===== src/rtl/ahb_ic_pkg.sv =====
// Shared types and constants for the single-master AHB3-Lite interconnect.
// Transfer types, default-slave states, response codes, select width helper.
package ahb_ic_pkg;

  typedef enum logic [1:0] {
    IDLE   = 2'd0,
    BUSY   = 2'd1,
    NONSEQ = 2'd2,
    SEQ    = 2'd3
  } htrans_e;

  typedef enum logic [1:0] {
    DS_IDLE = 2'd0,
    DS_ERR1 = 2'd1,
    DS_ERR2 = 2'd2
  } ds_state_e;

  localparam logic HRESP_OKAY  = 1'b0;
  localparam logic HRESP_ERROR = 1'b1;

  // Data-phase select codes: NONE, DEF, then one per slave.
  function automatic int dsel_w(input int n);
    return $clog2(n + 2);
  endfunction

endpackage


===== src/rtl/ahb_default_slave.sv =====
// Built-in default slave: two-cycle ERROR for unmapped transfers
// plus a saturating count of how many it has issued.
module ahb_default_slave
  import ahb_ic_pkg::*;
#(
  parameter int CNT_W = 8
) (
  input  logic             HCLK,
  input  logic             HRESET,
  input  logic             HREADY,
  input  logic [1:0]       HTRANS,
  input  logic             sel_def,
  output logic             hreadyout,
  output logic             hresp,
  output logic [CNT_W-1:0] err_count
);

  ds_state_e        r_state;
  logic             r_rdy;
  logic             r_resp;
  logic [CNT_W-1:0] r_cnt;
  logic             w_req;

  assign w_req = HREADY && sel_def &&
                 ((HTRANS == NONSEQ) || (HTRANS == SEQ));

  always_ff @(posedge HCLK) begin
    if (HRESET) begin
      r_state <= DS_IDLE;
      r_rdy   <= 1'b1;
      r_resp  <= HRESP_OKAY;
      r_cnt   <= '0;
    end else begin
      unique case (r_state)
        DS_IDLE, DS_ERR2: begin
          if (w_req) begin
            r_state <= DS_ERR1;
            r_rdy   <= 1'b0;
            r_resp  <= HRESP_ERROR;
            if (r_cnt != '1)
              r_cnt <= r_cnt + CNT_W'(1);
          end else begin
            r_state <= DS_IDLE;
            r_rdy   <= 1'b1;
            r_resp  <= HRESP_OKAY;
          end
        end
        DS_ERR1: begin
          r_state <= DS_ERR2;
          r_rdy   <= 1'b1;
          r_resp  <= HRESP_ERROR;
        end
        default: begin
          r_state <= DS_IDLE;
          r_rdy   <= 1'b1;
          r_resp  <= HRESP_OKAY;
        end
      endcase
    end
  end

  assign hreadyout = r_rdy;
  assign hresp     = r_resp;
  assign err_count = r_cnt;

endmodule


===== src/rtl/ahb_lite_interconnect.sv =====
// Single-master AHB3-Lite interconnect: priority address decoder,
// registered data-phase select, response mux and default slave.
module ahb_lite_interconnect
  import ahb_ic_pkg::*;
#(
  parameter int NUM_SLAVES = 4,
  parameter int ADDR_W     = 16,
  parameter int DATA_W     = 32,
  parameter logic [NUM_SLAVES*ADDR_W-1:0] SLV_BASE =
    {16'h3000, 16'h2000, 16'h1000, 16'h0000},
  parameter logic [NUM_SLAVES*ADDR_W-1:0] SLV_MASK =
    {4{16'hF000}},
  parameter int CNT_W      = 8
) (
  input  logic                         HCLK,
  input  logic                         HRESET,
  input  logic [ADDR_W-1:0]            HADDR,
  input  logic [1:0]                   HTRANS,
  input  logic                         HWRITE,
  output logic [DATA_W-1:0]            HRDATA,
  output logic                         HREADY,
  output logic                         HRESP,
  output logic [NUM_SLAVES-1:0]        HSEL_S,
  output logic                         HREADY_S,
  input  logic [NUM_SLAVES*DATA_W-1:0] HRDATA_S,
  input  logic [NUM_SLAVES-1:0]        HREADYOUT_S,
  input  logic [NUM_SLAVES-1:0]        HRESP_S,
  output logic [CNT_W-1:0]             err_count
);

  localparam int DSW = dsel_w(NUM_SLAVES);
  localparam logic [DSW-1:0] D_NONE = '0;
  localparam logic [DSW-1:0] D_DEF  = DSW'(1);

  logic                  w_hit;
  logic [NUM_SLAVES-1:0] w_sel;
  logic [DSW-1:0]        w_widx;
  logic                  w_act;
  logic [DSW-1:0]        w_dnxt;
  logic [DSW-1:0]        r_dsel;
  logic                  w_def_rdy;
  logic                  w_def_resp;
  logic                  w_unused;

  // HWRITE is only tapped by the slaves.
  assign w_unused = HWRITE;

  // Scan high to low so the lowest matching index wins.
  always_comb begin
    w_hit  = 1'b0;
    w_sel  = '0;
    w_widx = D_NONE;
    for (int i = NUM_SLAVES - 1; i >= 0; i--) begin
      if ((HADDR & SLV_MASK[i*ADDR_W +: ADDR_W]) ==
          SLV_BASE[i*ADDR_W +: ADDR_W]) begin
        w_hit    = 1'b1;
        w_sel    = '0;
        w_sel[i] = 1'b1;
        w_widx   = DSW'(i + 2);
      end
    end
  end

  assign HSEL_S = w_sel;
  assign w_act  = (HTRANS == NONSEQ) || (HTRANS == SEQ);
  assign w_dnxt = !w_act ? D_NONE : (w_hit ? w_widx : D_DEF);

  always_ff @(posedge HCLK) begin
    if (HRESET)
      r_dsel <= D_NONE;
    else if (HREADY)
      r_dsel <= w_dnxt;
  end

  ahb_default_slave #(
    .CNT_W(CNT_W)
  ) u_def (
    .HCLK     (HCLK),
    .HRESET   (HRESET),
    .HREADY   (HREADY),
    .HTRANS   (HTRANS),
    .sel_def  (!w_hit),
    .hreadyout(w_def_rdy),
    .hresp    (w_def_resp),
    .err_count(err_count)
  );

  always_comb begin
    HREADY = 1'b1;
    HRESP  = HRESP_OKAY;
    HRDATA = '0;
    if (r_dsel == D_DEF) begin
      HREADY = w_def_rdy;
      HRESP  = w_def_resp;
    end
    for (int i = 0; i < NUM_SLAVES; i++) begin
      if (r_dsel == DSW'(i + 2)) begin
        HREADY = HREADYOUT_S[i];
        HRESP  = HRESP_S[i];
        HRDATA = HRDATA_S[i*DATA_W +: DATA_W];
      end
    end
  end

  assign HREADY_S = HREADY;

endmodule


===== config.mk =====
export PLATFORM = sky130hd
export DESIGN_NAME = ahb_lite_interconnect
export DESIGN_NICKNAME = d
export VERILOG_FILES = /design/src/rtl/ahb_ic_pkg.sv /design/src/rtl/ahb_default_slave.sv /design/src/rtl/ahb_lite_interconnect.sv
export SDC_FILE = /design/constraint.sdc
export NUM_CORES = 1
export LEC_CHECK = 0
export CAP_MARGIN = 10
export CORE_ASPECT_RATIO = 1.75
export CORE_MARGIN = 4
export CORE_UTILIZATION = 29
export CTS_CLUSTER_DIAMETER = 150
export CTS_CLUSTER_SIZE = 24
export DETAILED_ROUTE_END_ITERATION = 10
export PLACE_DENSITY = 0.84
export SLEW_MARGIN = 10
export SYNTH_ARGS = -nofsm -noshare
export SYNTH_HDL_FRONTEND = slang
export SYNTH_SLANG_ARGS = --single-unit

===== constraint.sdc =====
create_clock -name HCLK -period 2.5 [get_ports HCLK]
set_input_delay 0.5 -clock HCLK [delete_from_list [all_inputs] [get_ports HCLK]]
set_output_delay 0.5 -clock HCLK [all_outputs]
set_load 0.01 [all_outputs]

Word-level counts from Yosys, hierarchy flattened
Cells that the tools add are included.
{ "classes": {"eq_ne": 13, "n_addsub": 1, "n_bitwise": 1, "n_mux": 33, "reduce_logical": 9} }
{ "op_table": {"columns": ["op", "count"], "rows": [
  ["$mux W32", 4],
  ["$mux W3", 6],
  ["$mux W1", 17],
  ["$logic_not A16 Y1", 1],
  ["$mux W4", 4],
  ["$add A8 B1 Y8 const B", 1],
  ["$eq A4 B2 Y1 const B", 2],
  ["$ne A8 B8 Y1 const B", 1],
  ["$eq A2 B2 Y1 const B", 3],
  ["$eq A3 B2 Y1 const B", 2],
  ["$eq A3 B3 Y1 const B", 2],
  ["$eq A4 B1 Y1 const B", 1],
  ["$pmux W2 S2", 1],
  ["$reduce_or A2 Y1", 2],
  ["$eq A3 B1 Y1 const B", 1],
  ["$reduce_and A3 Y1", 1],
  ["$eq A2 B1 Y1 const B", 1],
  ["$logic_and A1 B1 Y1", 2],
  ["$logic_not A2 Y1", 1],
  ["$pmux W1 S2", 1],
  ["$logic_not A1 Y1", 1],
  ["$logic_or A1 B1 Y1", 1],
  ["$not A1 Y1", 1]
]} }
{ "word_totals": {"in_bits": 157, "out_inout_bits": 47, "reg_bits": 15} }

Logic depth before layout (Yosys ltp)
Gate-level depths: netlist of the first run.
{ "logic_depth": {"depth_word": 10, "depth_mapped": 8, "mapped_depth_nobuf": 6} }

Modules after synthesis
A second synthesis of the first run with hierarchy kept.
{ "unflattened": {"cells_unflattened": 204, "area_unflattened_um2": 1701.6} }
{ "modules_own_cells": {"columns": ["module", "area_per_inst_um2", "cells_each", "n_inst"], "rows": [
  ["ahb_lite_interconnect", 1199.9, 154, 1],
  ["ahb_default_slave", 501.7, 50, 1]
]} }

Worst setup path before layout of the first run
Ideal clock, no wire load.
{ "synth_timing": {"kind": "input port to output port", "startpoint": "input port HREADYOUT_S[0]", "endpoint": "output port HREADY_S", "path_slack_ns": 0.600, "t_arrival_ns": 1.400, "cell_stages": 6, "required_ns": 2.000, "n_path_buf": 2, "path_cell_list": "nor2b_1 > a211oi_1 > o21a_1 > buf_2 > inv_2 > buf_4"} }
{ "synth_via": {"elab_chain_len": 4} }
{ "synth_lines": {"columns": ["element", "line_no", "text"], "rows": [
  ["start: declaration", "ahb_lite_interconnect.sv:26", "input logic [NUM_SLAVES-1:0] HREADYOUT_S,"],
  ["$mux W1 (4 in series)", "ahb_lite_interconnect.sv:97", "if (r_dsel == DSW'(i + 2)) begin"],
  ["end: declaration", "ahb_lite_interconnect.sv:24", "output logic HREADY_S,"]
]} }
No other way between the ends.

Worst setup path after layout of the first run
{ "layout_timing": {"startpoint": "input port HADDR[13]", "endpoint": "output port HSEL_S[0]"} }
{ "layout_via": {"elab_chain_len": 4} }
{ "layout_lines": {"columns": ["element", "line_no", "text"], "rows": [
  ["start: declaration", "ahb_lite_interconnect.sv:17", "input logic [ADDR_W-1:0] HADDR,"],
  ["$eq A4 B2 Y1", "ahb_lite_interconnect.sv:54", "if ((HADDR & SLV_MASK[i*ADDR_W +: ADDR_W]) =="],
  ["$mux W4 (2 in series)", "ahb_lite_interconnect.sv:54", null],
  ["$mux W4 (*)", "ahb_lite_interconnect.sv:54", null],
  ["end: declaration", "ahb_lite_interconnect.sv:23", "output logic [NUM_SLAVES-1:0] HSEL_S,"]
]} }
Every way passes the cells marked *; elsewhere a longest branch is shown, timed or not.

==> flow_metrics.env, run 1 <==
export IMPL_status="finished, final reports clean"
export IMPL_die_h_um=110.2
export IMPL_syn_inst=211
export IMPL_ys_ff_latch=15
export IMPL_grt_max_degree=34
export IMPL_die_area_um2=7315
export IMPL_layout_min_cycle_time_ns=2.424
export IMPL_p_per_area_nw_per_um2=251.0
export IMPL_drt_iter0_drc=118
export IMPL_tns_ns=0
export IMPL_ys_types=35
export IMPL_antennaDiodeCount=0
export IMPL_critical_path_endpoint_type="output pin"
export IMPL_min_path_type="flip-flop to flip-flop"
export IMPL_stdcell_area_um2=3812
export IMPL_slew_limit_headroom_pct=64.13
export IMPL_layout_commonest_cell="clkdlybuf4s50_1"
export IMPL_max_vdd_ir_drop_mv=0.3433
export IMPL_grt_antenna_before_repair=0
export IMPL_wl_per_cell_um=18.64
export IMPL_cp_max_fo=6
export IMPL_worstMarginPinSlew_ns=0.5364
export IMPL_die_w_um=66.39
export IMPL_track_usage_pct=21.86
export IMPL_layout_cells_non_filler=474
export IMPL_start_util_pct=29.67
export IMPL_max_cap_violations=0
export IMPL_critical_path_arrival_ns=1.92
export IMPL_route_detailed_drc=0
export IMPL_synth_async_reset_ratio_pct=0
export IMPL_rsz0062_at_grt="false"
export IMPL_clk_pin_slew_ns=0.06
export IMPL_dp_hpwl_mm=7.370
export IMPL_place_area_um2=3740
export IMPL_nNetsFinal=555
export IMPL_most_common_layout_cells="clkdlybuf4s50_1 (186), mux2i_1 (67), o22ai_1 (33)"
export IMPL_grt_pass1_wl_mm=12.38
export IMPL_dp_cells=469
export IMPL_syn_cell_area_um2=1730
export IMPL_design_core_area_um2=5833
export IMPL_drive_above_1_share_pct=6.313
export IMPL_postRouteAntennaNets=0
export IMPL_area_growth_pct=120.3
export IMPL_io_buffers=189
export IMPL_cts_made_buffers=3
export IMPL_finish_utilization_pct=65.36
export IMPL_vias_per_cell=5.146
export IMPL_cts_path_max_buffers=2
export IMPL_hold_path_depth=1
export IMPL_cts_sinks=15
export IMPL_max_freq_mhz=412.6
export IMPL_required_ns=2.00
export IMPL_netSwitchingPower_w=0.0002603
export IMPL_power_internal_w=0.0006965
export IMPL_yosys_warnings=0
export IMPL_hold_viol=0
export IMPL_synth_top_flop_cell="dfxtp_1"
export IMPL_first_global_vias=2497
export IMPL_routed_wl_mm=8.834
export IMPL_cts_tree="built"
export IMPL_drt_first_pass_iters=4
export IMPL_dr_total_vias=2439
export IMPL_std_cell_rows=37
export IMPL_leakagePower_nw=1.383
export IMPL_htree_levels=1
export IMPL_synthesis_nets=369
export IMPL_clockPowerShare_pct=20.8
export IMPL_synth_edf_count=0
export IMPL_p_seq_share_pct=27.3
export IMPL_netSwitchingFraction_pct=27.20
export IMPL_startpoint_type="input port"
export IMPL_avgSynthCellArea_um2=8.201
export IMPL_clock_latency_ns=0.25
export IMPL_setup_viol=0
export IMPL_fin_skew_ns=0.0009286
export IMPL_slew_viol_final=0
export IMPL_critPathKind="input port to output pin"
export IMPL_r2r_cells=7
export IMPL_root_buffer="clkbuf_8"
export IMPL_fillers=508
export IMPL_period_share_pct=96.95
export IMPL_grt_overflow=0
export IMPL_seq_area_frac_synth_pct=17.35
export IMPL_io_pin_count=204
export IMPL_place_gp_congestion=0.8600
export IMPL_pwr_share_comb_pct=51.8
[power by group through the flow]
| stage | clock [W] | sequential [W] | combinational, W |
|---|---|---|---|
| 5_1_grt | 0.000212 | 0.000263 | 0.000527 |
| 3_5_place_dp | 0 | 0.000270 | 0.000488 |
| 6_report | 0.000199 | 0.000261 | 0.000496 |
| 2_1_floorplan | 0 | 0.000260 | 0.000186 |
| 4_1_cts | 0.000203 | 0.000266 | 0.000489 |
| 3_3_place_gp | 0 | 0.000270 | 0.000477 |
[flip-flops by register name, indices dropped and copies added, names as in the netlist]
name,cells
u_def.hresp,1
u_def.hreadyout,1
u_def.r_state,2
r_dsel,3
u_def.err_count,8
[logic make-up (layout without fill, tap and decap cells)]
| group | count (synthesis) | count (layout) | synth area share [%] |
|---|---|---|---|
| muxes | 70 | 70 | 40.71 |
| AOI/OAI and AO/OA | 52 | 52 | 19.16 |
| and+or+nand+nor | 50 | 50 | 16.12 |
| buffers and inverters | 23 | 208 | 5.929 |
| DFF | 15 | 15 | 17.35 |
| adders and majority gates | 1 | 1 | 0.7230 |
[area by class of cell]
| cell class | count | area, um^2 | area share, % |
|---|---|---|---|
| Clock buffer | 4 | 45.04 | 1.181 |
| Inverter | 3 | 11.26 | 0.2954 |
| Multi-Input combinational cell | 173 | 1343 | 35.21 |
| Sequential cell | 15 | 305.3 | 8.008 |
| Tap cell | 78 | 97.59 | 2.560 |
| Timing Repair Buffer | 201 | 2011 | 52.74 |
[path summary, 6_finish.rpt]
check / start / to / slack, ns
max: HADDR[13] / HSEL_S[0] / 0.08
min: u_def.r_state[1] / u_def.r_state[1] / 0.40
max reg2reg: r_dsel[0] / u_def.err_count[5] / 0.55
min reg2reg: u_def.r_state[1] / u_def.r_state[1] / 0.40
[synth_stat cells (all sizes together) (3+ instances only)]
| library cell | number | area share, % |
|---|---|---|
| a21oi | 6 | 1.7 |
| inv | 3 | 0.65 |
| o22ai | 33 | 12 |
| clkbuf | 8 | 1.7 |
| nand2 | 7 | 1.5 |
| nor2 | 9 | 2.0 |
| mux2i | 67 | 39 |
| dfxtp | 15 | 17 |
| buf | 12 | 3.5 |
| nand2b | 5 | 1.8 |
| nor2b | 6 | 2.2 |
| nand3 | 3 | 0.87 |
| o21ai | 3 | 0.87 |
| mux2 | 3 | 2.0 |
| nand4 | 3 | 1.1 |
[routing by layer]
metal	GRT usage [%]	wire length, um	up-vias	share of wire, %
met5	0	0	-	0
met4	6.105	185	0	2.1
met3	7.708	1015	14	11
met2	42.86	4653	126	53
met1	20.67	2979	1115	34
li1	-	-	1184	-
[repair_timing]
item                       CTS  global route
buffers inserted             0             1
setup endpoints to repair    2            19
hold buffers                 0             0
resized for setup            4             5
[metrics by stage]
step,worst slack [ns],hold slack (ns),total power (W)
2_1_floorplan,0.6005,0.3814,0.0004456
3_3_place_gp,-0.01576,0.3901,0.0007475
3_5_place_dp,-0.03105,0.3958,0.0007588
4_1_cts,0.02217,0.4043,0.0009574
5_1_grt,0.01097,0.4183,0.001002
6_report,0.07633,0.4013,0.0009568
[worst max-delay path: stages]
cell and delay [ns]:
clkdlybuf4s50_1 0.52, nor4_1 0.31, clkdlybuf4s50_1 0.59
No activity file was read; power rests on OpenSTA's default activity.
==> inputs of run 2 (changes only) <==
--- a/config.mk
+++ b/config.mk
@@ -10,7 +10,7 @@
 export CORE_MARGIN = 4
 export CORE_UTILIZATION = 29
 export CTS_CLUSTER_DIAMETER = 150
-export CTS_CLUSTER_SIZE = 24
+export CTS_CLUSTER_SIZE = 28
 export DETAILED_ROUTE_END_ITERATION = 10
 export PLACE_DENSITY = 0.84
 export SLEW_MARGIN = 10
==> results of run 2 <==
The final DEF is identical to that of run 1; final timing and power are the same.
==> inputs of run 3 (changes only) <==
--- a/config.mk
+++ b/config.mk
@@ -6,7 +6,7 @@
 export NUM_CORES = 1
 export LEC_CHECK = 0
 export CAP_MARGIN = 10
-export CORE_ASPECT_RATIO = 1.75
+export CORE_ASPECT_RATIO = 1.25
 export CORE_MARGIN = 4
 export CORE_UTILIZATION = 29
 export CTS_CLUSTER_DIAMETER = 150
@@ -17,3 +17,4 @@
 export SYNTH_ARGS = -nofsm -noshare
 export SYNTH_HDL_FRONTEND = slang
 export SYNTH_SLANG_ARGS = --single-unit
+export TNS_END_PERCENT = 30
==> flow_metrics.env, run 3 (same netlist as run 1, synthesis figures left out) <==
export IMPL_status="finished, final reports clean"
export IMPL_vias_per_cell=5.267
export IMPL_slew_limit_headroom_pct=75.70
export IMPL_startpoint_type="input port"
export IMPL_pwr_share_comb_pct=51.9
export IMPL_die_area_um2=7275
export IMPL_cts_made_buffers=3
export IMPL_max_freq_mhz=407.3
export IMPL_fillers=518
export IMPL_grt_max_degree=29
export IMPL_design_core_area_um2=5779
export IMPL_die_w_um=77.09
export IMPL_wl_per_cell_um=19.25
export IMPL_clock_latency_ns=0.25
export IMPL_routed_wl_mm=8.930
export IMPL_start_util_pct=29.94
export IMPL_std_cell_rows=31
export IMPL_drive_above_1_share_pct=6.030
export IMPL_fin_skew_ns=0.002463
export IMPL_antennaDiodeCount=0
export IMPL_stdcell_area_um2=3794
export IMPL_nNetsFinal=557
export IMPL_hold_viol=0
export IMPL_io_pin_count=204
export IMPL_finish_utilization_pct=65.64
export IMPL_setup_viol=0
export IMPL_leakagePower_nw=1.378
export IMPL_grt_overflow=0
export IMPL_htree_levels=1
export IMPL_postRouteAntennaNets=0
export IMPL_p_seq_share_pct=27.6
export IMPL_layout_cells_non_filler=464
export IMPL_grt_pass1_wl_mm=13.22
export IMPL_required_ns=2.00
export IMPL_first_global_vias=2438
export IMPL_netSwitchingPower_w=0.0002575
export IMPL_drt_iter0_drc=117
export IMPL_die_h_um=94.37
export IMPL_most_common_layout_cells="clkdlybuf4s50_1 (186), mux2i_1 (67), o22ai_1 (33)"
export IMPL_critical_path_endpoint_type="output pin"
export IMPL_critical_path_arrival_ns=1.96
export IMPL_place_gp_congestion=0.8511
export IMPL_p_per_area_nw_per_um2=251.7
export IMPL_grt_antenna_before_repair=0
export IMPL_layout_min_cycle_time_ns=2.455
export IMPL_track_usage_pct=22.64
export IMPL_dp_cells=459
export IMPL_place_area_um2=3740
export IMPL_netSwitchingFraction_pct=26.97
export IMPL_drt_first_pass_iters=4
export IMPL_min_path_type="flip-flop to flip-flop"
export IMPL_dr_total_vias=2444
export IMPL_cts_path_max_buffers=2
export IMPL_clockPowerShare_pct=20.5
export IMPL_root_buffer="clkbuf_8"
export IMPL_cts_sinks=15
export IMPL_period_share_pct=98.20
export IMPL_max_vdd_ir_drop_mv=0.2757
export IMPL_area_growth_pct=119.2
export IMPL_clk_pin_slew_ns=0.06
export IMPL_max_cap_violations=0
export IMPL_critPathKind="input port to output pin"
export IMPL_cp_max_fo=1
export IMPL_cts_tree="built"
export IMPL_dp_hpwl_mm=7.414
export IMPL_rsz0062_at_grt="false"
export IMPL_io_buffers=189
export IMPL_power_internal_w=0.0006972
export IMPL_slew_viol_final=0
export IMPL_largest_reg_flops=8
export IMPL_route_detailed_drc=0
export IMPL_layout_commonest_cell="clkdlybuf4s50_1"
export IMPL_worstMarginPinSlew_ns=0.3634
## run 3: worst max-delay path: stages
cell	delay, ns
clkdlybuf4s50_1	0.46
mux2i_1	0.06
a211o_1	0.29
o21ai_0	0.07
clkdlybuf4s50_1	0.57
## run 3: power by group through the flow
| stage | sequential [W] | clock [W] | combinational, W |
|---|---|---|---|
| after global routing | 0.000265 | 0.000209 | 0.000527 |
| after CTS | 0.000268 | 0.000199 | 0.000488 |
| after detailed placement | 0.000273 | 0 | 0.000487 |
| after global placement | 0.000272 | 0 | 0.000477 |
| after floorplan | 0.000260 | 0 | 0.000186 |
| final | 0.000264 | 0.000196 | 0.000495 |
## run 3: layout make-up
cell class,count,area (um^2),area share (%)
Multi-Input combinational cell,173,1328,34.99
Clock buffer,4,45.04,1.187
Inverter,3,11.26,0.2968
Timing Repair Buffer,203,2022,53.30
Tap cell,66,82.58,2.177
Sequential cell,15,305.3,8.047
## run 3: repair_timing
action | CTS | global route
pin swaps | 0 | 0
setup endpoints to repair | 3 | 21
resized for setup | 3 | 1
hold buffers | 0 | 0
hold endpoints to repair | 0 | 0
setup buffers | 0 | 1
## run 3: layer usage
metal	wire, um	track usage, %	vias up
met5	0	0	-
li1	-	-	1181
met4	170	6.380	0
met1	3337	25.35	1120
met3	946	8.206	16
met2	4476	40.48	127
## run 3: stage by stage
step | TNS, ns | total power, W | hold WS [ns] | worst slack (ns)
2_1_floorplan | 0 | 0.0004456 | 0.3814 | 0.6005
3_3_place_gp | -0.1732 | 0.0007491 | 0.3908 | -0.09128
3_5_place_dp | -0.1765 | 0.0007597 | 0.4057 | -0.09156
4_1_cts | 0 | 0.0009543 | 0.4143 | 0.007315
5_1_grt | 0 | 0.001002 | 0.4377 | 0.01013
6_report | 0 | 0.0009548 | 0.4101 | 0.04490
## run 3: final timing paths
check             slack [ns]                  to             start  cells after the start
setup reg to reg        0.59  u_def.err_count[5]         r_dsel[0]                      7
setup / recovery        0.04               HRESP        HRESP_S[1]                      5
hold reg to reg         0.41    u_def.r_state[1]  u_def.r_state[1]                      1
hold / removal          0.41    u_def.r_state[1]  u_def.r_state[1]                      1
